[src/rtl/irq_ctrl_pkg.sv]
// Shared constants for the interrupt controller: register offsets, parameter
// limits and the claim-id width helper.
package irq_ctrl_pkg;

  localparam int MAX_SRC        = 32;
  localparam int MAX_PRIO_WIDTH = 4;

  localparam logic [11:0] OFF_PENDING   = 12'h000;
  localparam logic [11:0] OFF_ENABLE    = 12'h004;
  localparam logic [11:0] OFF_MODE      = 12'h008;
  localparam logic [11:0] OFF_THRESHOLD = 12'h00C;
  localparam logic [11:0] OFF_CLAIM     = 12'h010;
  localparam logic [11:0] OFF_COMPLETE  = 12'h014;
  localparam logic [3:0]  PRIO_PAGE     = 4'h1;

  function automatic int id_width(input int n);
    return (n <= 2) ? 1 : $clog2(n);
  endfunction

endpackage

[src/rtl/irq_prio_arb.sv]
// Combinational selector: highest priority among eligible sources, lowest
// index wins a tie.
module irq_prio_arb
  import irq_ctrl_pkg::*;
#(
  parameter int NUM_SRC    = 32,
  parameter int PRIO_WIDTH = 3,
  parameter int IDW        = id_width(NUM_SRC)
) (
  input  logic [NUM_SRC-1:0]            elig_i,
  input  logic [NUM_SRC*PRIO_WIDTH-1:0] prio_i,
  output logic                          vld_o,
  output logic [IDW-1:0]                id_o
);

  logic [PRIO_WIDTH-1:0] best;

  // Strict compare while scanning upward keeps the lowest index on ties.
  always_comb begin
    vld_o = 1'b0;
    id_o  = '0;
    best  = '0;
    for (int i = 0; i < NUM_SRC; i++) begin
      if (elig_i[i] && (!vld_o || (prio_i[i*PRIO_WIDTH +: PRIO_WIDTH] > best))) begin
        vld_o = 1'b1;
        id_o  = IDW'(i);
        best  = prio_i[i*PRIO_WIDTH +: PRIO_WIDTH];
      end
    end
  end

endmodule

[src/rtl/irq_ctrl.sv]
// Interrupt controller with edge/level sources, priorities, threshold and
// claim/complete, behind a one-cycle-latency native memory port.
module irq_ctrl
  import irq_ctrl_pkg::*;
#(
  parameter int NUM_SRC    = 32,
  parameter int PRIO_WIDTH = 3
) (
  input  logic               clk_i,
  input  logic               rst_i,
  input  logic [NUM_SRC-1:0] irq_src_i,
  input  logic               mem_valid_i,
  input  logic [11:0]        mem_addr_i,
  input  logic [31:0]        mem_wdata_i,
  input  logic [3:0]         mem_wstrb_i,
  output logic               mem_ready_o,
  output logic [31:0]        mem_rdata_o,
  output logic               irq_o
);

  localparam int IDW = id_width(NUM_SRC);

  if (NUM_SRC < 1 || NUM_SRC > MAX_SRC || PRIO_WIDTH < 1 || PRIO_WIDTH > MAX_PRIO_WIDTH) begin : g_bad_param
    $error("irq_ctrl: NUM_SRC or PRIO_WIDTH out of range");
  end

  logic [NUM_SRC-1:0] pending_q, pending_d, enable_q, enable_d, mode_q, mode_d;
  logic [NUM_SRC-1:0] inservice_q, inservice_d, src_q;
  logic [NUM_SRC-1:0] edge_det, elig, w1c_clr, claim_oh, cmp_oh;
  logic [PRIO_WIDTH-1:0] thresh_q, thresh_d;
  logic [PRIO_WIDTH-1:0] prio_q [NUM_SRC];
  logic [PRIO_WIDTH-1:0] prio_d [NUM_SRC];
  logic [NUM_SRC*PRIO_WIDTH-1:0] prio_flat;
  logic        armed_q, ready_q, irq_q;
  logic [31:0] rdata_q, rdata_d, bmask, wdat_m;
  logic        req, wr, rd;
  logic        sel_pend, sel_en, sel_mode, sel_thr, sel_claim, sel_cmp, sel_prio;
  logic [5:0]  prio_idx;
  logic        arb_vld;
  logic [IDW-1:0] arb_id;

  assign req    = mem_valid_i & ~ready_q;
  assign wr     = req & (|mem_wstrb_i);
  assign rd     = req & ~(|mem_wstrb_i);
  assign bmask  = {{8{mem_wstrb_i[3]}}, {8{mem_wstrb_i[2]}}, {8{mem_wstrb_i[1]}}, {8{mem_wstrb_i[0]}}};
  assign wdat_m = mem_wdata_i & bmask;

  assign sel_pend  = (mem_addr_i == OFF_PENDING);
  assign sel_en    = (mem_addr_i == OFF_ENABLE);
  assign sel_mode  = (mem_addr_i == OFF_MODE);
  assign sel_thr   = (mem_addr_i == OFF_THRESHOLD);
  assign sel_claim = (mem_addr_i == OFF_CLAIM);
  assign sel_cmp   = (mem_addr_i == OFF_COMPLETE);
  assign sel_prio  = (mem_addr_i[11:8] == PRIO_PAGE) && (mem_addr_i[1:0] == 2'b00);
  assign prio_idx  = mem_addr_i[7:2];

  always_comb begin
    enable_d = enable_q;
    mode_d   = mode_q;
    thresh_d = thresh_q;
    prio_d   = prio_q;
    w1c_clr  = '0;
    if (wr && sel_en)   enable_d = (enable_q & ~bmask[NUM_SRC-1:0]) | wdat_m[NUM_SRC-1:0];
    if (wr && sel_mode) mode_d   = (mode_q & ~bmask[NUM_SRC-1:0]) | wdat_m[NUM_SRC-1:0];
    if (wr && sel_thr && mem_wstrb_i[0]) thresh_d = mem_wdata_i[PRIO_WIDTH-1:0];
    if (wr && sel_pend) w1c_clr = wdat_m[NUM_SRC-1:0];
    for (int i = 0; i < NUM_SRC; i++) begin
      if (wr && sel_prio && (prio_idx == 6'(i)) && mem_wstrb_i[0])
        prio_d[i] = mem_wdata_i[PRIO_WIDTH-1:0];
    end
  end

  always_comb begin
    elig      = '0;
    prio_flat = '0;
    for (int i = 0; i < NUM_SRC; i++) begin
      elig[i] = pending_q[i] & enable_q[i] & ~inservice_q[i] & (prio_q[i] > thresh_q);
      prio_flat[i*PRIO_WIDTH +: PRIO_WIDTH] = prio_q[i];
    end
  end

  irq_prio_arb #(
    .NUM_SRC    (NUM_SRC),
    .PRIO_WIDTH (PRIO_WIDTH),
    .IDW        (IDW)
  ) u_arb (
    .elig_i (elig),
    .prio_i (prio_flat),
    .vld_o  (arb_vld),
    .id_o   (arb_id)
  );

  always_comb begin
    claim_oh = '0;
    cmp_oh   = '0;
    for (int i = 0; i < NUM_SRC; i++) begin
      claim_oh[i] = rd && sel_claim && arb_vld && (arb_id == IDW'(i));
      cmp_oh[i]   = wr && sel_cmp && (wdat_m == 32'(i + 1));
    end
  end

  // armed_q masks the first post-reset cycle so a source held high through
  // reset does not look like a rising edge; an edge set wins over any clear.
  assign edge_det    = irq_src_i & ~src_q & mode_q & {NUM_SRC{armed_q}};
  assign pending_d   = (mode_q & ((pending_q & ~w1c_clr & ~claim_oh) | edge_det)) |
                       (~mode_q & irq_src_i);
  assign inservice_d = (inservice_q | claim_oh) & ~cmp_oh;

  always_comb begin
    rdata_d = '0;
    if (rd) begin
      if (sel_pend)       rdata_d = 32'(pending_q);
      else if (sel_en)    rdata_d = 32'(enable_q);
      else if (sel_mode)  rdata_d = 32'(mode_q);
      else if (sel_thr)   rdata_d = 32'(thresh_q);
      else if (sel_claim) rdata_d = arb_vld ? (32'(arb_id) + 32'd1) : 32'd0;
      else if (sel_prio) begin
        for (int i = 0; i < NUM_SRC; i++) begin
          if (prio_idx == 6'(i)) rdata_d = 32'(prio_q[i]);
        end
      end
    end
  end

  always_ff @(posedge clk_i) begin
    if (rst_i) begin
      pending_q   <= '0;
      enable_q    <= '0;
      mode_q      <= '0;
      inservice_q <= '0;
      src_q       <= '0;
      thresh_q    <= '0;
      armed_q     <= 1'b0;
      ready_q     <= 1'b0;
      rdata_q     <= '0;
      irq_q       <= 1'b0;
      for (int i = 0; i < NUM_SRC; i++) prio_q[i] <= '0;
    end else begin
      pending_q   <= pending_d;
      enable_q    <= enable_d;
      mode_q      <= mode_d;
      inservice_q <= inservice_d;
      src_q       <= irq_src_i;
      thresh_q    <= thresh_d;
      armed_q     <= 1'b1;
      ready_q     <= req;
      rdata_q     <= rdata_d;
      irq_q       <= |elig;
      prio_q      <= prio_d;
    end
  end

  // Gating with rst_i kills a response already registered when reset lands.
  assign mem_ready_o = ready_q & ~rst_i;
  assign mem_rdata_o = rst_i ? 32'd0 : rdata_q;
  assign irq_o       = irq_q & ~rst_i;

endmodule

[config.mk]
export PLATFORM = sky130hd
export DESIGN_NAME = irq_ctrl
export DESIGN_NICKNAME = d
export VERILOG_FILES = /design/src/rtl/irq_ctrl_pkg.sv /design/src/rtl/irq_prio_arb.sv /design/src/rtl/irq_ctrl.sv
export SDC_FILE = /design/constraint.sdc
export NUM_CORES = 1
export LEC_CHECK = 0
export BUFFER_PORTS_ARGS = -buffer_cell sky130_fd_sc_hd__buf_2
export CAP_MARGIN = 10
export CELL_PAD_IN_SITES_DETAIL_PLACEMENT = 0
export CELL_PAD_IN_SITES_GLOBAL_PLACEMENT = 1
export CORE_UTILIZATION = 51
export CTS_BUF_LIST = sky130_fd_sc_hd__clkbuf_8 sky130_fd_sc_hd__clkbuf_16
export CTS_CLUSTER_SIZE = 30
export DETAILED_ROUTE_END_ITERATION = 8
export PLACE_DENSITY_LB_ADDON = 0.1
export SYNTH_ARGS = -nofsm -noshare
export SYNTH_HDL_FRONTEND = slang
export SYNTH_HIERARCHICAL = 1
export SYNTH_SLANG_ARGS = --single-unit
[constraint.sdc]
create_clock -name clk_i -period 123.6 [get_ports clk_i]
set_input_delay 12.36 -clock clk_i [delete_from_list [all_inputs] [get_ports clk_i]]
set_output_delay 12.36 -clock clk_i [all_outputs]
set_load 0.05 [all_outputs]
==> reports/results.txt <==
Grt ovf -> 0
Core area -> 0.0386 mm2
Via density -> 6.32
Crit path max fanout -> 26
Setup TNS -> 0 ps
Setup WS pre-CTS -> 71680 ps
Worst setup EP type -> flop
Final WL -> 72700 um
Vias in the first global route -> 18090
Most common cell in the netlist -> nor2_1
Worst path max stage delay -> 780 ps
Final setup viols -> 0
Critical path launch point type -> flop
Max_cap viols -> 0
Die height -> 200 um
Initial drt markers -> 1978
IO Pins -> 117
Worst setup margin -> 70610 ps
Critical path's slowest cell -> o21ai_0
Syn nets -> 2765
Via count -> 19660
Mapped Cells -> 2511
Lkg Pwr -> 8.40 nW
Final nets -> 2818
Critical path class -> reg2reg
DRC viols -> 0
Fraction of layout cells with a size suffix above 1 -> 0.102
Wire length per cell -> 23.4 um
TritonCTS clock tree -> done
Crit path DAT -> 53420 ps
Ranking of synthesized cells by area -> dfxtp_1 29%, ha_1 11%, mux2i_1 8.7%
Die area -> 0.0400 mm2
Max VDD drop -> 11.0 uV
Clock-pin slew on the worst setup and hold paths -> 60 ps
Dominant cell type by area after synthesis -> dfxtp_1
Measured slew at the worst slew-check pin -> 1190 ps
Final count of pins violating max slew -> 0
Die Width -> 200 um
Outcome -> finished, final reports clean
Antenna viol nets, final -> 0
Hold WC Path Type -> reg2reg
All-Layer GR Usage -> 0.361
Prevailing post-synth register cell -> dfxtp_1
Port buffer count -> 116
Placer congestion estimate -> 0.958
Final min period -> 52990 ps
Number of synthesized flops with an enable pin -> 0
H-tree Lvls -> 1
Synthesis-to-layout area growth -> 9.97%
R2r setup slk -> 70610 ps
Largest net degree at the start of global routing -> 101
Req. time, crit path -> 124030 ps
Cell area after synthesis -> 0.0200 mm2
Ys async rst share -> 0
Cts hold-fix bufs -> 0
Yosys reg bits -> 294
P per Cell Area -> 9.47 mW/mm2
TritonCTS Buffers -> 31
Top cell type's share of synthesized area -> 0.294
Router iterations before antenna repair -> 8
Synth Area per Inst -> 7.97 um2
Part of the Yosys area used for sequential elements -> 0.294
PostCTS Resize Cnt -> 0
CTS sink count -> 294
Maximum root-to-sink buffer count -> 3
Max-Slew Margin vs Limit -> 0.199
Detail Placement HPWL -> 53800 um
CTS root buffer -> clkbuf_16
Initial antenna violation count -> 0
Synth warn -> 6
RSZ-0062 raised after global routing -> false
Initial Utilization -> 0.518
Max Freq -> 18.9 MHz
Top cells by count, synth -> 310 x nor2_1, 294 x dfxtp_1, 216 x nand2_1
First-pass GRT wire length -> 110000 um
Hold Vio Cnt, Final -> 0
Postcts setup bufs -> 0
Rows -> 72
Worst-skew pair later-pin latency -> 590 ps
Count of cell types in the netlist -> 103
Clock Skews -> 21.0 ps
Final period util -> 0.429
[kinds of logic after synthesis]
logic type | after synthesis | share of synthesized area
DFF | 294 | 0.294
adders and majority gates | 181 | 0.112
AOI/OAI and AO/OA | 658 | 0.212
muxes | 193 | 0.101
xor gates and xnor gates | 4 | 0.00175
buffers and inverters | 289 | 0.0572
and+or+nand+nor | 892 | 0.222
[worst paths after layout]
check / endpoint / from / cells past startpoint
setup / recovery: pending_q[12] / prio_flat[0] / 239
setup reg to reg: pending_q[12] / prio_flat[0] / 239
hold / removal: inservice_q[10] / inservice_q[10] / 2
hold reg to reg: inservice_q[10] / inservice_q[10] / 2
[worst max-delay path: cells and delay by family, from the launching register on]
kind / cells / cell delay, ps
AO/OA/AOI/OAI: 121 / 25880
adder cells (fa/ha/maj): 40 / 12070
buffers and inverters: 14 / 1410
flip-flops: 1 / 410
multiplexers: 9 / 3180
AND/OR/NAND/NOR: 55 / 9860
[cell type report]
class | count | area, um2
Timing Repair Buffer | 135 | 736
Inverter | 174 | 653
Sequential cell | 294 | 5890
Antenna cell | 2 | 5.00
Clock buffer | 40 | 900
Clock inverter | 18 | 194
Multi-Input combinational cell | 1928 | 13000
Tap cell | 518 | 648
Fill cell | 3629 | 16600
[cells in the final DEF, fill, tap and decap left out, drive strengths merged, types with 13 or more instances in the layout]
cell | netlist | final
nand4 | 26 | 26
o21ai | 175 | 175
ha | 171 | 171
o211ai | 13 | 13
a22o | 14 | 14
nand2 | 218 | 218
buf | 33 | 135
nand3 | 54 | 54
nor4 | 15 | 15
and2 | 17 | 17
nand4b | 26 | 26
nor2b | 128 | 128
dfxtp | 294 | 294
a221oi | 18 | 18
o21a | 18 | 18
a31oi | 18 | 18
a211oi | 36 | 36
nor2 | 318 | 318
mux2i | 175 | 175
a21oi | 195 | 195
mux2 | 13 | 13
inv | 173 | 180
nor3 | 28 | 28
a21o | 13 | 13
a22oi | 19 | 19
a32oi | 30 | 30
clkbuf | 82 | 40
[routing by layer]
| metal | GRT usage | wire (um) |
|---|---|---|
| met3 | 0.0551 | 6110 |
| met1 | 0.494 | 31600 |
| met5 | 0 | 0 |
| met2 | 0.574 | 32500 |
| met4 | 0.129 | 2550 |
[through the flow]
step                      hold slack, ps  cell area, um2  utilization  cells  total power, W
after floorplan                      452           20000            -   2511        0.000105
after global placement               472           20900        0.541   3049        0.000110
after detailed placement             477           20900        0.541   3049        0.000110
after CTS                            485           22000        0.569   3107        0.000209
after global routing                 518           22000        0.569   3107        0.000214
final                                484           22000        0.569   3109        0.000208
[report_power, final]
part           switching, W   total, W  internal, W
Combinational    0.00000872  0.0000120   0.00000332
Clock             0.0000405  0.0000998    0.0000594
Sequential      0.000000676  0.0000966    0.0000959
Total             0.0000499   0.000208     0.000159
No activity file was read; power rests on OpenSTA's default activity.
